### config.mk
export PLATFORM = sky130hd
export DESIGN_NAME = bw_test_sequencer
export DESIGN_NICKNAME = d
export VERILOG_FILES = /design/src/rtl/bw_seq_pkg.sv /design/src/rtl/bw_test_sequencer_engine_tracker.sv /design/src/rtl/bw_test_sequencer.sv
export SDC_FILE = /design/constraint.sdc
export NUM_CORES = 1
export LEC_CHECK = 0
export ABC_CLOCK_PERIOD_IN_PS = 6200
export CELL_PAD_IN_SITES_DETAIL_PLACEMENT = 1
export CELL_PAD_IN_SITES_GLOBAL_PLACEMENT = 2
export CORE_ASPECT_RATIO = 1.75
export CORE_UTILIZATION = 43
export CTS_BUF_LIST = sky130_fd_sc_hd__clkbuf_4 sky130_fd_sc_hd__clkbuf_8
export CTS_CLUSTER_DIAMETER = 120
export DETAILED_ROUTE_END_ITERATION = 12
export DONT_BUFFER_PORTS = 1
export HOLD_SLACK_MARGIN = 0.03
export PLACE_DENSITY_LB_ADDON = 0.1
export SLEW_MARGIN = 20
export SYNTH_ARGS = -nofsm -noshare
export SYNTH_HDL_FRONTEND = slang
export SYNTH_SLANG_ARGS = --single-unit
### constraint.sdc
create_clock -name clk -period 6.2 [get_ports clk]
set_input_delay 0.31 -clock clk [delete_from_list [all_inputs] [get_ports clk]]
set_output_delay 0.31 -clock clk [all_outputs]
set_load 0.02 [all_outputs]
### src/rtl/bw_seq_pkg.sv
// Shared encodings and defaults for the PCIe bandwidth test sequencer.
package bw_seq_pkg;

  localparam int ITER_W_DEF = 16;
  localparam int SUM_W_DEF  = 48;
  localparam int TIME_W     = 32;

  localparam logic [1:0] MODE_W       = 2'd0;
  localparam logic [1:0] MODE_R       = 2'd1;
  localparam logic [1:0] MODE_WR_SEQ  = 2'd2;
  localparam logic [1:0] MODE_WR_CONC = 2'd3;

  typedef enum logic [2:0] {
    ST_IDLE,
    ST_LAUNCH,
    ST_WAIT_RISE,
    ST_WAIT_FALL,
    ST_NEXT_PHASE,
    ST_FINISH
  } seq_state_t;

endpackage

### src/rtl/bw_test_sequencer_engine_tracker.sv
// Per-engine rise/fall tracking and saturating time accumulation.
// Optional min/max run-time capture when BW_SEQ_MINMAX_EN is defined.
module engine_tracker
  import bw_seq_pkg::*;
#(
  parameter int SUM_W = SUM_W_DEF
) (
  input  logic              clk,
  input  logic              resetn,
  input  logic              clear,
  input  logic              arm,
  input  logic              disarm,
  input  logic              busy,
  input  logic [TIME_W-1:0] run_time,
  output logic              seen,
  output logic              idle,
  output logic [SUM_W-1:0]  sum
`ifdef BW_SEQ_MINMAX_EN
  ,
  output logic [TIME_W-1:0] min_time,
  output logic [TIME_W-1:0] max_time
`endif
);

  logic             seen_reg;
  logic             pending_reg;
  logic [SUM_W-1:0] sum_reg;
  logic             fall;
  logic [SUM_W:0]   sum_wide;

  // A run ends on the first low busy after the rise was seen, even if the pulse was short.
  assign fall     = pending_reg && seen_reg && !busy;
  assign sum_wide = {1'b0, sum_reg} + (SUM_W + 1)'(run_time);

  always_ff @(posedge clk or negedge resetn) begin
    if (!resetn) begin
      seen_reg    <= 1'b0;
      pending_reg <= 1'b0;
      sum_reg     <= '0;
    end else begin
      if (clear || disarm) begin
        seen_reg    <= 1'b0;
        pending_reg <= 1'b0;
      end else if (arm) begin
        seen_reg    <= busy;
        pending_reg <= 1'b1;
      end else if (pending_reg) begin
        if (busy) seen_reg <= 1'b1;
        if (fall) pending_reg <= 1'b0;
      end
      if (clear) sum_reg <= '0;
      else if (fall) sum_reg <= sum_wide[SUM_W] ? '1 : sum_wide[SUM_W-1:0];
    end
  end

  assign seen = seen_reg;
  assign idle = !pending_reg || fall;
  assign sum  = sum_reg;

`ifdef BW_SEQ_MINMAX_EN
  logic [TIME_W-1:0] min_reg;
  logic [TIME_W-1:0] max_reg;

  always_ff @(posedge clk or negedge resetn) begin
    if (!resetn) begin
      min_reg <= '0;
      max_reg <= '0;
    end else if (clear) begin
      min_reg <= '1;
      max_reg <= '0;
    end else if (fall) begin
      if (run_time < min_reg) min_reg <= run_time;
      if (run_time > max_reg) max_reg <= run_time;
    end
  end

  assign min_time = min_reg;
  assign max_time = max_reg;
`endif

endmodule

### src/rtl/bw_test_sequencer.sv
// Sequences write/read DMA bandwidth engines on two channels and accumulates run times.
// Define BW_SEQ_MINMAX_EN to add per-engine min/max run-time outputs.
module bw_test_sequencer
  import bw_seq_pkg::*;
#(
  parameter int ITER_W       = ITER_W_DEF,
  parameter int SUM_W        = SUM_W_DEF,
  parameter int RISE_TIMEOUT = 1024
) (
  input  logic              clk,
  input  logic              resetn,
  input  logic              cmd_start,
  input  logic              cmd_abort,
  input  logic [1:0]        cmd_mode,
  input  logic [1:0]        cmd_chan_mask,
  input  logic [ITER_W-1:0] cmd_iterations,
  output logic              start_write_0,
  output logic              start_write_1,
  output logic              start_read_0,
  output logic              start_read_1,
  input  logic              write_busy_0,
  input  logic              write_busy_1,
  input  logic              read_busy_0,
  input  logic              read_busy_1,
  input  logic [31:0]       write_time_0,
  input  logic [31:0]       write_time_1,
  input  logic [31:0]       read_time_0,
  input  logic [31:0]       read_time_1,
  output logic              seq_busy,
  output logic              seq_done,
  output logic              seq_error,
  output logic [ITER_W-1:0] iter_count,
  output logic [SUM_W-1:0]  wsum_0,
  output logic [SUM_W-1:0]  wsum_1,
  output logic [SUM_W-1:0]  rsum_0,
  output logic [SUM_W-1:0]  rsum_1
`ifdef BW_SEQ_MINMAX_EN
  ,
  output logic [31:0]       wmin_0,
  output logic [31:0]       wmax_0,
  output logic [31:0]       wmin_1,
  output logic [31:0]       wmax_1,
  output logic [31:0]       rmin_0,
  output logic [31:0]       rmax_0,
  output logic [31:0]       rmin_1,
  output logic [31:0]       rmax_1
`endif
);

  localparam int TMR_W = $clog2(RISE_TIMEOUT + 1);

  seq_state_t        state_reg, state_next;
  logic [1:0]        mode_reg;
  logic [1:0]        mask_reg;
  logic [ITER_W-1:0] target_reg;
  logic [ITER_W-1:0] iter_reg;
  logic              phase_rd_reg;
  logic              abort_reg;
  logic              error_reg;
  logic [TMR_W-1:0]  timer_reg;
  logic [3:0]        launched_reg;

  logic              accept, wr_phase, rd_phase, all_seen, all_idle, timeout, last_iter;
  logic [ITER_W-1:0] iter_inc;
  logic [3:0]        arm, busy_vec, seen_vec, idle_vec;
  logic [31:0]       time_vec [4];
  logic [SUM_W-1:0]  sum_vec [4];

  // Engine index order: 0=write ch0, 1=write ch1, 2=read ch0, 3=read ch1.
  assign busy_vec    = {read_busy_1, read_busy_0, write_busy_1, write_busy_0};
  assign time_vec[0] = write_time_0;
  assign time_vec[1] = write_time_1;
  assign time_vec[2] = read_time_0;
  assign time_vec[3] = read_time_1;

  assign accept   = (state_reg == ST_IDLE) && cmd_start;
  assign wr_phase = (mode_reg == MODE_W) || (mode_reg == MODE_WR_CONC) ||
                    ((mode_reg == MODE_WR_SEQ) && !phase_rd_reg);
  assign rd_phase = (mode_reg == MODE_R) || (mode_reg == MODE_WR_CONC) ||
                    ((mode_reg == MODE_WR_SEQ) && phase_rd_reg);
  assign arm      = (state_reg == ST_LAUNCH) ?
                    {mask_reg & {2{rd_phase}}, mask_reg & {2{wr_phase}}} : 4'b0000;
  assign all_seen = &(seen_vec | busy_vec | ~launched_reg);
  assign all_idle = &(idle_vec | ~launched_reg);
  assign timeout  = (timer_reg == TMR_W'(RISE_TIMEOUT - 1));
  assign iter_inc = (iter_reg == target_reg) ? iter_reg : iter_reg + ITER_W'(1);
  assign last_iter = (iter_inc == target_reg) || abort_reg || cmd_abort;

  always_comb begin
    state_next = state_reg;
    case (state_reg)
      ST_IDLE:       if (cmd_start) state_next = (cmd_chan_mask == 2'b00) ? ST_FINISH : ST_LAUNCH;
      ST_LAUNCH:     state_next = ST_WAIT_RISE;
      ST_WAIT_RISE: begin
        if (all_seen) state_next = ST_WAIT_FALL;
        else if (timeout) state_next = ST_FINISH;
      end
      ST_WAIT_FALL:  if (all_idle) state_next = ST_NEXT_PHASE;
      ST_NEXT_PHASE: begin
        if ((mode_reg == MODE_WR_SEQ) && !phase_rd_reg) state_next = ST_LAUNCH;
        else state_next = last_iter ? ST_FINISH : ST_LAUNCH;
      end
      ST_FINISH:     state_next = ST_IDLE;
      default:       state_next = ST_IDLE;
    endcase
  end

  always_ff @(posedge clk or negedge resetn) begin
    if (!resetn) begin
      state_reg    <= ST_IDLE;
      mode_reg     <= MODE_W;
      mask_reg     <= 2'b00;
      target_reg   <= '0;
      iter_reg     <= '0;
      phase_rd_reg <= 1'b0;
      abort_reg    <= 1'b0;
      error_reg    <= 1'b0;
      timer_reg    <= '0;
      launched_reg <= 4'b0000;
    end else begin
      state_reg <= state_next;
      if (accept) begin
        mode_reg     <= cmd_mode;
        mask_reg     <= cmd_chan_mask;
        target_reg   <= (cmd_iterations == '0) ? ITER_W'(1) : cmd_iterations;
        iter_reg     <= '0;
        phase_rd_reg <= 1'b0;
        abort_reg    <= 1'b0;
        error_reg    <= 1'b0;
      end else if (state_reg == ST_FINISH) begin
        abort_reg <= 1'b0;
      end else if ((state_reg != ST_IDLE) && cmd_abort) begin
        abort_reg <= 1'b1;
      end
      if (state_reg == ST_LAUNCH) begin
        launched_reg <= arm;
        timer_reg    <= '0;
      end else if ((state_reg == ST_WAIT_RISE) && !all_seen) begin
        timer_reg <= timer_reg + TMR_W'(1);
        if (timeout) error_reg <= 1'b1;
      end
      if (state_reg == ST_NEXT_PHASE) begin
        if ((mode_reg == MODE_WR_SEQ) && !phase_rd_reg) begin
          phase_rd_reg <= 1'b1;
        end else begin
          iter_reg     <= iter_inc;
          phase_rd_reg <= 1'b0;
        end
      end
    end
  end

`ifdef BW_SEQ_MINMAX_EN
  logic [31:0] min_vec [4];
  logic [31:0] max_vec [4];
`endif

  for (genvar gi = 0; gi < 4; gi++) begin : g_trk
    engine_tracker #(.SUM_W(SUM_W)) u_trk (
      .clk      (clk),
      .resetn   (resetn),
      .clear    (accept),
      .arm      (arm[gi]),
      .disarm   (state_reg == ST_FINISH),
      .busy     (busy_vec[gi]),
      .run_time (time_vec[gi]),
      .seen     (seen_vec[gi]),
      .idle     (idle_vec[gi]),
      .sum      (sum_vec[gi])
`ifdef BW_SEQ_MINMAX_EN
      ,
      .min_time (min_vec[gi]),
      .max_time (max_vec[gi])
`endif
    );
  end

  assign {start_read_1, start_read_0, start_write_1, start_write_0} = arm;
  assign seq_busy   = (state_reg != ST_IDLE);
  assign seq_done   = (state_reg == ST_FINISH);
  assign seq_error  = error_reg;
  assign iter_count = iter_reg;
  assign wsum_0     = sum_vec[0];
  assign wsum_1     = sum_vec[1];
  assign rsum_0     = sum_vec[2];
  assign rsum_1     = sum_vec[3];

`ifdef BW_SEQ_MINMAX_EN
  assign wmin_0 = min_vec[0];
  assign wmax_0 = max_vec[0];
  assign wmin_1 = min_vec[1];
  assign wmax_1 = max_vec[1];
  assign rmin_0 = min_vec[2];
  assign rmax_0 = max_vec[2];
  assign rmin_1 = min_vec[3];
  assign rmax_1 = max_vec[3];
`endif

endmodule

==> flow_summary.json <==
{
  "status": "finished, final reports clean",
  "netlist_top_cells_area": "dfrtp_1 35%, ha_1 9.0%, o21ai_0 5.8%, a21oi_1 4.8%, nand2_1 3.9%",
  "die_w_um": 159,
  "drt_iter0_markers": 720,
  "numCtsBuffers": 45,
  "dp_hpwl_um": 45600,
  "r2r_start": "g_trk[2].u_trk.sum[0]",
  "ys_top_cells_by_count": "257 x dfrtp_1, 216 x o21ai_0, 191 x nand2_1",
  "path_clk_slew_ns": 0.07,
  "drc": 0,
  "largest_reg_flops": 192,
  "avgRoutedWirePerCell_um": 22.8,
  "rsz0062_at_grt": "false",
  "ys_warn_count": 0,
  "worst_ep_required_time_ns": 6.67,
  "worstReg2RegEnd": "g_trk[2].u_trk.sum[38]",
  "cp_slowest_stage_delay_ns": 0.73,
  "placed_cells_incl_taps": 2615,
  "die_h_um": 277,
  "p_leak_nw": 9.44,
  "clock_skew_ns": 0.0321,
  "path_max_fanout": 11,
  "port_buffers": 0,
  "synth_most_common_cell": "dfrtp_1",
  "register_area_um2": 6430,
  "grt_max_degree": 258,
  "yosysTopAreaCellShare_pct": 34.6,
  "synth-edff-count": 0,
  "fin_cells": 2738,
  "synth_fp_nets": 2449,
  "dr_total_vias": 16900,
  "end_kind": "flop",
  "yosys.cell_types.count": 101,
  "worst_pin_slew_ns": 1.09,
  "worst_ir_drop_vdd_mv": 0.201,
  "synth-async-reset-ratio_pct": 100,
  "cts-resized-gates": 0,
  "nets": 2430,
  "fmax_mhz": 231,
  "gp_congestion": 0.895,
  "synth.cell_area_um2": 18600,
  "antenna_found_initial": 3,
  "postSynthCellCount": 2156,
  "clock-sinks": 257,
  "cts_root_buf": "clkbuf_8",
  "clk_latency_ns": 0.59,
  "first_pass_iters": 4,
  "ys_seq_area_share_pct": 34.6,
  "wirelength_um": 62400,
  "slowest_stage": "nor2_1",
  "reg2reg_depth": 13,
  "fp-row-count": 100,
  "vias_per_cell": 6.18,
  "multi_input_area_um2": 11500,
  "final_antenna_net_count": 0,
  "area_growth_syn_to_layout_pct": 9.57,
  "grtUsageTotal_pct": 28.2,
  "ys.flop_type": "dfrtp_1",
  "coreArea_um2": 42500,
  "grt_pass1_vias": 18500,
  "grt_pass1_wl_um": 101000,
  "power.density_nw_per_um2": 398,
  "initial_utilization_pct": 43.7,
  "drive_above_1_share_pct": 7.27,
  "num-fill-cells": 5041,
  "cp-start-kind": "flop",
  "maxCapViolations": 0,
  "dieArea_um2": 44100,
  "min_to": "g_trk[1].u_trk.sum[1]",
  "synth-seq-cells": 257,
  "crit_chain": "ha_1, inv_1, fa_1, nor2b_1, o31ai_1, a2111oi_2, nor3_1, or2_4, a22oi_2, a211oi_4, nor2_1, nor3_1, a311oi_1",
  "slew_violations": 0,
  "tns_ns": 0,
  "slew_headroom_pct": 27.0,
  "ioPinCount": 371,
  "setup_viol": 0,
  "gr-total-overflow": 0,
  "h-tree-depth": 2,
  "reg2reg_slack_ns": 1.88,
  "cpMostUsedCell": "nor3_1",
  "final-hold-violation-count": 0,
  "min_period_ns": 4.32,
  "hp-start": "write_time_1[1]",
  "min_path_type": "primary input to flop",
  "fin_crit_sh_pct": 69.7,
  "cts_tree": "built",
  "syn_avg_cell_area_um2": 8.62,
  "crit_arrival_ns": 4.79,
  "clock_tree.buffer_depth": 3,
  "holdPathStages": 3,
  "yosys.area.top_type": "dfrtp_1",
  "critPathKind": "flop to flop"
}
-- timing repair --
action | 4_1_cts | 5_1_grt
hold buffers | 34 | 0
hold endpoints to repair | 289 | 0
buffers inserted | 0 | 0
-- where the power goes --
part	leakage (nW)	internal, W	switching, W
Clock	0.543	0.00102	0.000780
Combinational	5.37	0.00138	0.00214
Sequential	3.53	0.00205	0.000742
Total	9.44	0.00444	0.00366
-- how the worst max path moves through the flow --
stage               cells past startpoint             startpoint                      to  slack [ns]
floorplan                              14  g_trk[2].u_trk.sum[0]  g_trk[2].u_trk.sum[28]        3.05
global placement                       13  g_trk[2].u_trk.sum[0]  g_trk[2].u_trk.sum[36]        2.04
detailed placement                     13  g_trk[2].u_trk.sum[0]  g_trk[2].u_trk.sum[34]        1.92
CTS                                    13  g_trk[2].u_trk.sum[0]  g_trk[2].u_trk.sum[34]        1.90
global route                           13  g_trk[2].u_trk.sum[0]  g_trk[2].u_trk.sum[36]        1.55
finish                                 13  g_trk[2].u_trk.sum[0]  g_trk[2].u_trk.sum[38]        1.88
-- through the flow --
| stage | util (%) | setup slack [ns] | hold slack [ns] | cell area (um2) | power, W |
|---|---|---|---|---|---|
| after floorplan | - | 3.05 | 0.0144 | 18600 | 0.00536 |
| after global placement | 44.5 | 2.04 | 0.0195 | 18900 | 0.00617 |
| after detailed placement | 44.5 | 1.92 | 0.0225 | 18900 | 0.00627 |
| after CTS | 47.7 | 1.90 | 0.0334 | 20300 | 0.00819 |
| after global routing | 47.9 | 1.55 | 0.0692 | 20400 | 0.00870 |
| final | 47.9 | 1.88 | 0.0718 | 20400 | 0.00811 |
-- cell usage in the layout (no fill, tap or decap), drive strengths merged, types with 11 or more instances in the layout --
| cell | instances |
|---|---|
| nor2 | 128 |
| nor2b | 20 |
| xnor2 | 78 |
| ha | 133 |
| dfrtp | 257 |
| a211oi | 31 |
| a31oi | 114 |
| and2 | 18 |
| inv | 62 |
| and4 | 13 |
| a21o | 76 |
| o211ai | 17 |
| buf | 12 |
| dlygate4sd3 | 33 |
| o21ai | 220 |
| a311oi | 18 |
| o31ai | 13 |
| or2 | 16 |
| o21bai | 21 |
| and3 | 47 |
| a21oi | 188 |
| nand4 | 33 |
| nor3 | 47 |
| nand2b | 16 |
| a41oi | 11 |
| o21a | 19 |
| clkbuf | 74 |
| nand2 | 192 |
| nand3 | 63 |
| xor2 | 75 |
-- critical path: cells and delay by family, from the launching register on --
| family | cells | cell delay, ns |
|---|---|---|
| simple gates | 5 | 1.51 |
| compound gates | 5 | 1.49 |
| fa+ha+maj | 2 | 0.65 |
| flops | 1 | 0.50 |
| buf+inv | 1 | 0.07 |
-- cell families (layout without fill, tap and decap cells) --
group / Yosys count / after routing / share of synthesized area [%]
xor+xnor: 153 / 153 / 7.21
other cells: 0 / 5 / 0
fa+ha+maj: 137 / 137 / 9.38
buf+inv: 172 / 188 / 3.78
mux: 9 / 9 / 0.485
flops: 257 / 257 / 34.6
simple gates: 629 / 629 / 16.8
compound gates: 799 / 799 / 27.8
-- metal layers --
metal | vias to the layer above | routed length (um) | GRT usage [%]
met5 | - | 0 | 0
met4 | 0 | 2550 | 12.5
met3 | 143 | 4150 | 8.01
met2 | 429 | 33300 | 53.4
met1 | 8379 | 22400 | 28.3
li1 | 7962 | - | -
-- final cells by class --
class | count | area share (%)
Antenna cell | 5 | 0.0614
Clock buffer | 74 | 4.51
Clock inverter | 8 | 0.461
Inverter | 61 | 1.12
Multi-Input combinational cell | 1727 | 56.5
Sequential cell | 257 | 31.6
Tap cell | 561 | 3.45
Timing Repair Buffer | 45 | 2.36
No activity file was read; power rests on OpenSTA's default activity.
